[src/rtl/dom_aes444_dec.sv]
// dom_aes444_dec: first-order DOM-masked iterative decryption core for small-scale
// AES SR(10,4,4,4). Each clock performs one full inverse round on two-share state and key.
// The inverse S-boxes are combinational DOM circuits with no internal registers.
// Nibble i sits at bits[63-4i -: 4]; row = i%4, col = i/4 (column-major).
module dom_aes444_dec #(
    parameter int ROUNDS         = 10,
    parameter int RBITS_PER_SBOX = 12
) (
    input  logic                         clk,
    input  logic                         rst,
    input  logic                         start,
    input  logic [63:0]                  key_in,
    input  logic [63:0]                  k_mask,
    input  logic [63:0]                  text_in,
    input  logic [63:0]                  t_mask,
    input  logic [20*RBITS_PER_SBOX-1:0] r_bits,
    output logic                         busy,
    output logic                         done,
    output logic [63:0]                  text_out
);

    typedef enum logic {
        IDLE = 1'b0,
        RUN  = 1'b1
    } state_t;

    state_t      state_q, state_d;
    logic [3:0]  rc_q;
    logic [63:0] st0_q, st1_q;   // state shares
    logic [63:0] ky0_q, ky1_q;   // round key shares, K(rc+1) while running

    // Combinational round signals
    logic [63:0] sr0, sr1, sb0, sb1, ark0, ark1, rnd0, rnd1;
    logic [63:0] kr0, kr1;
    logic [15:0] w0_0, w1_0, w2_0, w3_0, w0_1, w1_1, w2_1, w3_1;
    logic [15:0] sub0, sub1, rot0, rot1;
    logic [7:0]  sb_pair, key_pair;

    // ------------------------------------------------------------------
    // GF(2^4) arithmetic, modulus x^4 + x + 1
    // ------------------------------------------------------------------
    function automatic logic [3:0] gf_mul(input logic [3:0] a, input logic [3:0] b);
        logic [3:0] p;
        logic [3:0] aa;
        p  = 4'h0;
        aa = a;
        for (int i = 0; i < 4; i++) begin
            if (b[i]) p = p ^ aa;
            aa = {aa[2:0], 1'b0} ^ (aa[3] ? 4'h3 : 4'h0);
        end
        return p;
    endfunction

    // Squaring is GF(2)-linear, so it may be applied to each share on its own.
    function automatic logic [3:0] gf_sq(input logic [3:0] a);
        return gf_mul(a, a);
    endfunction

    // DOM-indep multiplier: cross-domain terms are blinded by r before merging.
    // Returns {q1, q0}.
    function automatic logic [7:0] dom_mul(input logic [3:0] a0, input logic [3:0] a1,
                                           input logic [3:0] b0, input logic [3:0] b1,
                                           input logic [3:0] r);
        logic [3:0] q0, q1;
        q0 = gf_mul(a0, b0) ^ (gf_mul(a0, b1) ^ r);
        q1 = gf_mul(a1, b1) ^ (gf_mul(a1, b0) ^ r);
        return {q1, q0};
    endfunction

    // Masked inversion x^14 = ((x * x^4) * x^8) * x, three DOM products.
    function automatic logic [7:0] dom_inv(input logic [3:0] x0, input logic [3:0] x1,
                                           input logic [11:0] r);
        logic [3:0] x4_0, x4_1, x8_0, x8_1;
        logic [7:0] p5, p13, p14;
        x4_0 = gf_sq(gf_sq(x0));
        x4_1 = gf_sq(gf_sq(x1));
        x8_0 = gf_sq(x4_0);
        x8_1 = gf_sq(x4_1);
        p5   = dom_mul(x0, x1, x4_0, x4_1, r[3:0]);
        p13  = dom_mul(p5[3:0], p5[7:4], x8_0, x8_1, r[7:4]);
        p14  = dom_mul(p13[3:0], p13[7:4], x0, x1, r[11:8]);
        return p14;
    endfunction

    // Forward S-box affine map L (columns D, B, 7, E); constant 6 is added separately.
    function automatic logic [3:0] aff_fwd(input logic [3:0] a);
        return (a[0] ? 4'hD : 4'h0) ^ (a[1] ? 4'hB : 4'h0) ^
               (a[2] ? 4'h7 : 4'h0) ^ (a[3] ? 4'hE : 4'h0);
    endfunction

    // Inverse of L (columns 7, E, D, B).
    function automatic logic [3:0] aff_inv(input logic [3:0] a);
        return (a[0] ? 4'h7 : 4'h0) ^ (a[1] ? 4'hE : 4'h0) ^
               (a[2] ? 4'hD : 4'h0) ^ (a[3] ? 4'hB : 4'h0);
    endfunction

    // Masked forward S-box for the key schedule: L(x^-1) ^ 6; constant on share 0 only.
    function automatic logic [7:0] sbox_fwd_dom(input logic [3:0] x0, input logic [3:0] x1,
                                                input logic [11:0] r);
        logic [7:0] z;
        z = dom_inv(x0, x1, r);
        return {aff_fwd(z[7:4]), aff_fwd(z[3:0]) ^ 4'h6};
    endfunction

    // Masked inverse S-box: (L^-1(y ^ 6))^-1.
    function automatic logic [7:0] sbox_inv_dom(input logic [3:0] y0, input logic [3:0] y1,
                                                input logic [11:0] r);
        return dom_inv(aff_inv(y0 ^ 4'h6), aff_inv(y1), r);
    endfunction

    // Round constant for encryption round rnd, 1..10.
    function automatic logic [3:0] rcon_of(input logic [3:0] rnd);
        logic [3:0] v;
        case (rnd)
            4'd1:    v = 4'h1;
            4'd2:    v = 4'h2;
            4'd3:    v = 4'h4;
            4'd4:    v = 4'h8;
            4'd5:    v = 4'h3;
            4'd6:    v = 4'h6;
            4'd7:    v = 4'hC;
            4'd8:    v = 4'hB;
            4'd9:    v = 4'h5;
            4'd10:   v = 4'hA;
            default: v = 4'h0;
        endcase
        return v;
    endfunction

    // Row k rotated right by k: new[r][c] = old[r][(c-r) mod 4].
    function automatic logic [63:0] inv_shift_rows(input logic [63:0] s);
        logic [63:0] res;
        res = 64'h0;
        for (int c = 0; c < 4; c++) begin
            for (int r = 0; r < 4; r++) begin
                res[63-4*(r+4*c) -: 4] = s[63-4*(r+4*((c+4-r)%4)) -: 4];
            end
        end
        return res;
    endfunction

    // Circulant [E B D 9] per column; linear, so applied to each share separately.
    function automatic logic [63:0] inv_mix_columns(input logic [63:0] s);
        logic [63:0] res;
        logic [15:0] col;
        res = 64'h0;
        for (int c = 0; c < 4; c++) begin
            col = s[63-16*c -: 16];
            for (int r = 0; r < 4; r++) begin
                res[63-4*(4*c+r) -: 4] = gf_mul(4'hE, col[15-4*r -: 4]) ^
                                         gf_mul(4'hB, col[15-4*((r+1)%4) -: 4]) ^
                                         gf_mul(4'hD, col[15-4*((r+2)%4) -: 4]) ^
                                         gf_mul(4'h9, col[15-4*((r+3)%4) -: 4]);
            end
        end
        return res;
    endfunction

    assign busy = (state_q == RUN);

    // Inverse key schedule: derive K(rc) shares from K(rc+1) shares in the same cycle.
    always_comb begin
        // NOTE: every variable gets a value before any branch so no latch is inferred.
        sub0     = 16'h0;
        sub1     = 16'h0;
        key_pair = 8'h0;
        w0_0 = ky0_q[63:48];
        w1_0 = ky0_q[47:32] ^ ky0_q[63:48];
        w2_0 = ky0_q[31:16] ^ ky0_q[47:32];
        w3_0 = ky0_q[15:0]  ^ ky0_q[31:16];
        w0_1 = ky1_q[63:48];
        w1_1 = ky1_q[47:32] ^ ky1_q[63:48];
        w2_1 = ky1_q[31:16] ^ ky1_q[47:32];
        w3_1 = ky1_q[15:0]  ^ ky1_q[31:16];
        for (int k = 0; k < 4; k++) begin
            key_pair = sbox_fwd_dom(w3_0[15-4*k -: 4], w3_1[15-4*k -: 4],
                                    r_bits[RBITS_PER_SBOX*(16+k) +: 12]);
            sub0[15-4*k -: 4] = key_pair[3:0];
            sub1[15-4*k -: 4] = key_pair[7:4];
        end
        rot0 = {sub0[11:0], sub0[15:12]};
        rot1 = {sub1[11:0], sub1[15:12]};
        kr0  = {w0_0 ^ rot0 ^ {rcon_of(rc_q + 4'd1), 12'h000}, w1_0, w2_0, w3_0};
        kr1  = {w0_1 ^ rot1, w1_1, w2_1, w3_1};
    end

    // One inverse round on both shares: InvShiftRows, InvSubBytes, AddRoundKey, InvMixColumns.
    always_comb begin
        sb0     = 64'h0;
        sb1     = 64'h0;
        sb_pair = 8'h0;
        sr0     = inv_shift_rows(st0_q);
        sr1     = inv_shift_rows(st1_q);
        for (int j = 0; j < 16; j++) begin
            sb_pair = sbox_inv_dom(sr0[63-4*j -: 4], sr1[63-4*j -: 4],
                                   r_bits[RBITS_PER_SBOX*j +: 12]);
            sb0[63-4*j -: 4] = sb_pair[3:0];
            sb1[63-4*j -: 4] = sb_pair[7:4];
        end
        ark0 = sb0 ^ kr0;
        ark1 = sb1 ^ kr1;
        if (rc_q != 4'd0) begin
            rnd0 = inv_mix_columns(ark0);
            rnd1 = inv_mix_columns(ark1);
        end else begin
            rnd0 = ark0;
            rnd1 = ark1;
        end
    end

    // FSM state register.
    always_ff @(posedge clk or negedge rst) begin
        if (!rst) state_q <= IDLE;
        else      state_q <= state_d;
    end

    // FSM next state: accept start only while idle, leave RUN after the round-0 edge.
    always_comb begin
        state_d = state_q;
        case (state_q)
            IDLE:    if (start) state_d = RUN;
            RUN:     if (rc_q == 4'd0) state_d = IDLE;
            default: state_d = IDLE;
        endcase
    end

    // Datapath registers: load shares on start, advance one round per edge, unmask at the end.
    always_ff @(posedge clk or negedge rst) begin
        // NOTE: the share registers are plain flops, so they are cleared on reset like any
        // other state; a reset mid-run must not leave masked intermediates behind.
        if (!rst) begin
            rc_q     <= 4'd0;
            st0_q    <= 64'h0;
            st1_q    <= 64'h0;
            ky0_q    <= 64'h0;
            ky1_q    <= 64'h0;
            done     <= 1'b0;
            text_out <= 64'h0;
        end else begin
            // NOTE: non-blocking assignments make every register update from pre-edge values.
            case (state_q)
                IDLE: begin
                    if (start) begin
                        st0_q <= text_in ^ t_mask ^ key_in ^ k_mask;
                        st1_q <= t_mask ^ k_mask;
                        ky0_q <= key_in ^ k_mask;
                        ky1_q <= k_mask;
                        rc_q  <= 4'(ROUNDS - 1);
                        done  <= 1'b0;
                    end
                end
                RUN: begin
                    st0_q <= rnd0;
                    st1_q <= rnd1;
                    ky0_q <= kr0;
                    ky1_q <= kr1;
                    if (rc_q == 4'd0) begin
                        done     <= 1'b1;
                        text_out <= rnd0 ^ rnd1;
                    end else begin
                        rc_q <= rc_q - 4'd1;
                    end
                end
                default: ;
            endcase
        end
    end

endmodule

[config.mk]
export PLATFORM = sky130hd
export DESIGN_NAME = dom_aes444_dec
export DESIGN_NICKNAME = d
export VERILOG_FILES = /design/src/rtl/dom_aes444_dec.sv
export SDC_FILE = /design/constraint.sdc
export NUM_CORES = 2
export LEC_CHECK = 0
export CAP_MARGIN = 15
export CORE_MARGIN = 1.5
export CORE_UTILIZATION = 55
export CTS_CLUSTER_DIAMETER = 30
export DETAILED_ROUTE_END_ITERATION = 6
export GPL_TIMING_DRIVEN = 1
export PLACE_DENSITY = 0.75
export SLEW_MARGIN = 10
export SYNTH_ARGS = -nofsm -noshare
export SYNTH_HDL_FRONTEND = slang
export SYNTH_SLANG_ARGS = --single-unit
[constraint.sdc]
create_clock -name clk -period 12.6 [get_ports clk]
set_clock_uncertainty 0.15 [all_clocks]
set_input_delay 3.15 -clock clk [delete_from_list [all_inputs] [get_ports clk]]
set_output_delay 3.15 -clock clk [all_outputs]
set_load 0.1 [all_outputs]
# Word-level counts from Yosys, hierarchy flattened
# Memory sizes are Yosys's and may differ from the RTL's.
# Index checks and enable logic that the tools add are counted.
dict set report op_classes {
  eq_ne 3
  bitwise_logic 2558
  mux 3243
  n_addsub 2
  n_reduce_logical 5
}
# cell count
set ops {}
lappend ops {{two-way mux 4 bit} 2362}
lappend ops {{XOR 4 bit} 1496}
lappend ops {{XOR 4 x 2 -> 4 bit} 600}
lappend ops {{two-way mux 2 bit} 664}
lappend ops {{case mux 64 bit (2 select lines)} 4}
lappend ops {{XOR 64 bit} 8}
lappend ops {{two-way mux 3 bit} 136}
lappend ops {{two-way mux 64 bit} 6}
lappend ops {{NOT 2 bit} 148}
lappend ops {{NOT 3 bit} 64}
lappend ops {{NOT 1 bit} 161}
lappend ops {{XOR 16 bit} 9}
lappend ops {{NOT 4 bit} 32}
lappend ops {{XOR 3 x 4 -> 4 bit} 32}
lappend ops {{two-way mux 1 bit} 68}
lappend ops {{XOR 4 x 3 -> 4 bit} 8}
lappend ops {{case mux 4 bit (2 select lines)} 1}
lappend ops {{AND reduction 2 bit} 3}
lappend ops {{adder 4 x 1 -> 4 bit, second input constant} 1}
lappend ops {{zero test 4 bit} 1}
lappend ops {{inequality test 2 bit, second input constant} 2}
lappend ops {{case mux 1 bit (2 select lines)} 2}
lappend ops {{nonzero test 4 bit} 1}
lappend ops {{subtractor 4 x 1 -> 4 bit, second input constant} 1}
lappend ops {{inequality test 2 x 1 -> 1 bit, second input constant} 1}
dict set report totals {
  inputBits 499
  out_inout_bits 66
  memories 1
  wordCells 5820
  rom_bits 64
  ff_bits 326
}
# memory words word_bits read_ports rd_clocked_by_memory_dff wr line
set mem_list {}
lappend mem_list {{(no name shown)} 16 4 1 0 0 114} ;# case (rnd)

# Logic depth before layout (Yosys ltp)
dict set report depth {
  word_depth 70
  ltp_mapped 36
  ltp_nobuf 31
}

# Worst setup path after synthesis
# No wires, ideal clock.
dict set report synth_timing {
  kind {register -> register}
  start {register st0_q[4]}
  end {register st1_q[36]}
  setup_ns 0.131
  period_less_slack_ns 8.726
  slack_ns 3.874
  path_buffers 5
  required_ns 12.319
  arrival_ns 8.444
  path_stages_with_launch 36
  path_cell_list {dfrtp_1 -> clkbuf_1 -> inv_1 -> ha_1 -> clkbuf_1 -> clkbuf_1 -> xor2_1 -> inv_1 -> ha_1 -> buf_2 -> or3b_2 -> a211oi_1 -> or4_1 -> clkbuf_1 -> nand2_1 -> inv_1 -> ha_1 -> xor2_1 -> o32ai_1 -> nand2_1 -> o211ai_1 -> xnor2_1 -> xor2_1 -> or3_1 -> a31oi_1 -> xor2_1 -> xnor3_1 -> xnor2_1 -> mux2i_1 -> o21ai_0 -> xnor2_1 -> xor2_1 -> xnor3_1 -> xor2_1 -> and3_1 -> or3_1}
}
dict set report synth_via {
  elab_chain_len 61
  elab_cells_between_ends 109
  cone_classes {mux: 55; bitwise: 54}
}
# item line
set synth_rtl {}
lappend synth_rtl {{start: declaration} 29} ;# logic [63:0] st0_q, st1_q;
lappend synth_rtl {{start signal: assignment} 244} ;# st0_q <= text_in ^ t_mask ^ key_in ^ k_mask;
lappend synth_rtl {{start signal: assignment} 253} ;# st0_q <= rnd0;
lappend synth_rtl {{two-way mux 3 bit (*)} 93} ;# return (a[0] ? 4'h7 : 4'h0) ^ (a[1] ? 4'hE : 4'h0) ^
lappend synth_rtl {{XOR 3 x 4 -> 4 bit (*)} 93}
lappend synth_rtl {{XOR 4 bit (*)} 93}
lappend synth_rtl {{XOR 4 bit (*)} 94} ;# (a[2] ? 4'hD : 4'h0) ^ (a[3] ? 4'hB : 4'h0);
lappend synth_rtl {{two-way mux 4 bit or XOR 4 x 2 -> 4 bit (tied branches)} {48, 49}}
lappend synth_rtl {{XOR 4 bit} 48} ;# if (b[i]) p = p ^ aa;
lappend synth_rtl {{two-way mux 4 bit} 48}
lappend synth_rtl {{XOR 4 bit} 48}
lappend synth_rtl {{[... 45 more ...]} --}
lappend synth_rtl {{NOT 2 bit (no source line)} --}
lappend synth_rtl {{two-way mux 4 bit} 48}
lappend synth_rtl {{two-way mux 4 bit} 202} ;# if (rc_q != 4'd0) begin
lappend synth_rtl {{XOR 4 bit} 150} ;# res[63-4*(4*c+r) -: 4] = gf_mul(4'hE, col[15-4*r -: 4]) ^
lappend synth_rtl {{XOR 4 bit} 151} ;# gf_mul(4'hB, col[15-4*((r+1)%4) -: 4]) ^
lappend synth_rtl {{XOR 4 bit} 152} ;# gf_mul(4'hD, col[15-4*((r+2)%4) -: 4]) ^
lappend synth_rtl {{two-way mux 64 bit (*)} 202}
lappend synth_rtl {{case mux 64 bit (2 select lines) (*)} 241} ;# case (state_q)
lappend synth_rtl {{end signal: assignment} 245} ;# st1_q <= t_mask ^ k_mask;
lappend synth_rtl {{end signal: assignment} 254} ;# st1_q <= rnd1;
lappend synth_rtl {{end: declaration} 29}
# Mark *: on every way between the ends. The rest lies on a longest branch, timed or not. The select of a mux whose other input is x is not followed.
# A chain may end at the register's enable or synchronous reset.

# Final worst setup path
dict set report layout_timing {
  start {register st0_q[12]}
  end {register st1_q[0]}
}
dict set report layout_via {
  elab_chain_len 63
  elab_cells_between_ends 111
  cone_classes {mux: 57; bitwise: 54}
}
# item line
set layout_rtl {}
lappend layout_rtl {{two-way mux 3 bit (*)} 93}
lappend layout_rtl {{XOR 3 x 4 -> 4 bit (*)} 93}
lappend layout_rtl {{XOR 4 bit (*)} 93}
lappend layout_rtl {{XOR 4 bit (*)} 94}
lappend layout_rtl {{two-way mux 4 bit or XOR 4 x 2 -> 4 bit (tied branches)} {48, 49}}
lappend layout_rtl {{XOR 4 bit} 48}
lappend layout_rtl {{two-way mux 4 bit} 48}
lappend layout_rtl {{XOR 4 bit} 48}
lappend layout_rtl {{[... 47 more ...]} --}
lappend layout_rtl {{NOT 3 bit (no source line)} --}
lappend layout_rtl {{two-way mux 3 bit (*)} 48}
lappend layout_rtl {{two-way mux 4 bit (*)} 202}
lappend layout_rtl {{XOR 4 bit (*)} 150}
lappend layout_rtl {{XOR 4 bit (*)} 151}
lappend layout_rtl {{XOR 4 bit (*)} 152}
lappend layout_rtl {{two-way mux 64 bit (*)} 202}
lappend layout_rtl {{case mux 64 bit (2 select lines) (*)} 241}
# Marks and branches as above.

==> results.md <==
- Status: completed
- PortBufs: 564
- Period utilisation layout: 0.851
- Setup violators final: 0
- Yosys warnings: 0
- First-pass GRT wire length: 548 mm
- Seq/Total Area, Yosys: 0.0904
- Initial antenna violation count: 48
- Syn_nets: 12.4k
- Slew Viols, Final: 0
- Share of layout cells above drive strength 1: 0.0583
- Post-synthesis cell area: 90200 um^2
- Top FF cell, synth: dfrtp_1
- Compound-cell area share of the yosys netlist: 0.187
- Mux cell area share after synthesis: 0.0375
- ANT nets after route: 0
- Num rows: 148
- DRC viols: 0
- Crit path DAT: 11.18 ns
- WHS Path Cells: 2
- IO Pins: 565
- Slew HR: 0.151
- Hold Crit Class: flip-flop to flip-flop
- Worst-path fanout max: 31
- Reg-to-reg critical path endpoint: st1_q[0]
- DRT Pass-1 Iters: 6
- Via/cell ratio: 6.46
- Commonest cells after routing, fill and taps aside: 2434 x xnor2_1, 1195 x nor2_1, 1087 x nand2_1
- Clock sink count: 326
- Clock tree buffer depth: 3
- Reg2reg start: st0_q[12]
- Post-Place Cell Area: 97700 um^2
- Setup bufs post-CTS: 0
- Synth async-reset ratio: 1.00
- Largest family of logic cells by synthesized area: XOR/XNOR gates
- Crit start category: flip-flop
- CP required: 13.06 ns
- Leading cell type in the layout, fill and taps excluded: xnor2_1
- Non-Filler Instances: 14.3k
- Setup TNS: 0 ns
- Worst Setup SP: st0_q[12]
- Placer congestion estimate: 1.07
- Initial core utilization: 0.554
- Iter 0 DRT Violations: 12.2k
- Final WL: 373 mm
- Die W: 408 um
- Simple-gate share of the synthesized area: 0.191
- Dpl cells: 14.0k
- Slew @ Worst Pin: 1.27 ns
- RSZ-0062 raised after global routing: false
- Hold buffers post-CTS: 0
- Tmin final: 10.72 ns
- Chip height: 408 um
- Critical path's slowest cell: ha_1
- Die area: 166000 um^2
- Dpl hpwl: 291 mm
- H-tree levels: 3
- Syn_area_per_cell: 7.65 um^2
- Worst-Skew Late Latency: 0.75 ns
- Core Region: 163000 um^2
- Crit. End Element: flip-flop
- Post-Synthesis Cells: 11.8k
- Num CTS Buffers: 105
- Vias: 92.1k
- Finished Cell Area: 102000 um^2
- Vias in the first global route: 85.0k
- Top achievable clock speed: 0.0933 GHz
- WL/cell: 26.1 um
- Max Cap Violations: 0
- Nets: 12.6k
- CP max stage delay: 1.10 ns
- CTS tree: yes
- Hold_sp: text_out[57]
- Adder-Cell Fraction of Synth Area: 0.0143
- Post-synth EDFFs: 0
- Clk Tree Root Cell: clkbuf_16
- All-layer global routing usage: 0.428
- WHS: 0.331 ns
- Hold Violations, Final: 0
- Setup Crit Path Kind: flip-flop to flip-flop
- Area Overhead vs Synth: 13.0%
- Synth Area in XOR/XNOR: 0.438
- Library cells used by synthesis: 107
- CTS clock-pin slew for the worst setup and hold paths: 0.05 ns
- Largest net degree at the start of global routing: 175
- Post-cts resize count: 0
- Grt ovf: 0
- Worst-case reg-to-reg path depth: 29
- Worst reg-to-reg setup slack: 1.88 ns
- Register bit total from synthesis: 326
- Most frequent CP cell: xnor2_1
- WHS Endpoint: text_out[57]
## layer usage
layer,part of all wire,vias to the layer above,global-route usage
met5,0.00047,-,0
met4,0.070,26,0.261
met3,0.12,1007,0.102
met2,0.42,5556,0.633
met1,0.39,44200,0.561
li1,-,41400,-
## worst max-delay path by stage
stage / to / slack [ns] / cells past startpoint
floorplan: st1_q[36] / 3.87 / 35
global placement: st0_q[58] / 1.86 / 27
detailed placement: st1_q[0] / 2.13 / 29
CTS: st1_q[0] / 2.07 / 29
global route: st1_q[0] / 1.09 / 29
finish: st1_q[0] / 1.88 / 29
## flip-flops by register name, indices dropped and copies added (netlist names)
signal and flops:
busy 1, done 1, ky0_q 64, ky1_q 64
rc_q 4, st0_q 64, st1_q 64, text_out 64
## critical path: cells and delay by family, from the launching register on
| family | cells | cell delay, ns |
|---|---|---|
| AND/OR/NAND/NOR | 6 | 1.40 |
| adder cells (fa/ha/maj) | 4 | 2.90 |
| AO/OA/AOI/OAI | 3 | 0.67 |
| flip-flops | 1 | 0.63 |
| XOR/XNOR | 13 | 4.26 |
| buffers and inverters | 3 | 0.56 |
## cell usage after synthesis (45+ instances only)
cell | number | area share
a211oi_1 | 170 | 0.014
a21oi_1 | 592 | 0.033
a221oi_1 | 48 | 0.0047
a22oi_1 | 70 | 0.0058
a31oi_1 | 86 | 0.0060
and2_1 | 57 | 0.0040
and3_1 | 87 | 0.0060
buf_1 | 98 | 0.0041
buf_2 | 56 | 0.0031
clkbuf_1 | 595 | 0.025
dfrtp_1 | 326 | 0.090
ha_1 | 94 | 0.013
inv_1 | 193 | 0.0080
mux2_2 | 45 | 0.0056
mux2i_1 | 281 | 0.031
nand2_1 | 1089 | 0.045
nand2b_1 | 133 | 0.0092
nand3_1 | 268 | 0.015
nand4_1 | 45 | 0.0031
nor2_1 | 1199 | 0.050
nor2b_1 | 150 | 0.010
nor3_1 | 293 | 0.016
o211ai_1 | 170 | 0.014
o21a_1 | 52 | 0.0043
o21ai_0 | 666 | 0.037
o22ai_1 | 112 | 0.0078
or3_1 | 86 | 0.0060
xnor2_1 | 2445 | 0.24
xnor2_2 | 49 | 0.0088
xnor3_1 | 356 | 0.089
xor2_1 | 806 | 0.078
xor3_1 | 71 | 0.019
## cell families after synthesis
group	after synthesis
xor+xnor	3752
fa+ha+maj	105
flops	326
simple gates	3711
buf+inv	987
compound gates	2592
mux	329
## metrics by stage
stage                     utilization  worst slack (ns)
after CTS                       0.626              2.07
after global placement          0.600              1.86
after floorplan                     -              3.87
final                           0.626              1.88
after global routing            0.626              1.09
after detailed placement        0.600              2.13
## area by class of cell
class	count	area, um^2
Timing Repair Buffer	805	7510
Antenna cell	27	67.6
Fill cell	14600	60800
Clock inverter	67	1280
Sequential cell	326	8160
Inverter	234	888
Tap cell	2175	2720
Clock buffer	133	2900
Multi-Input combinational cell	10500	78400
Power is not shown: default switching activity piles up to over one toggle a cycle in this logic, so the estimate is an artifact.
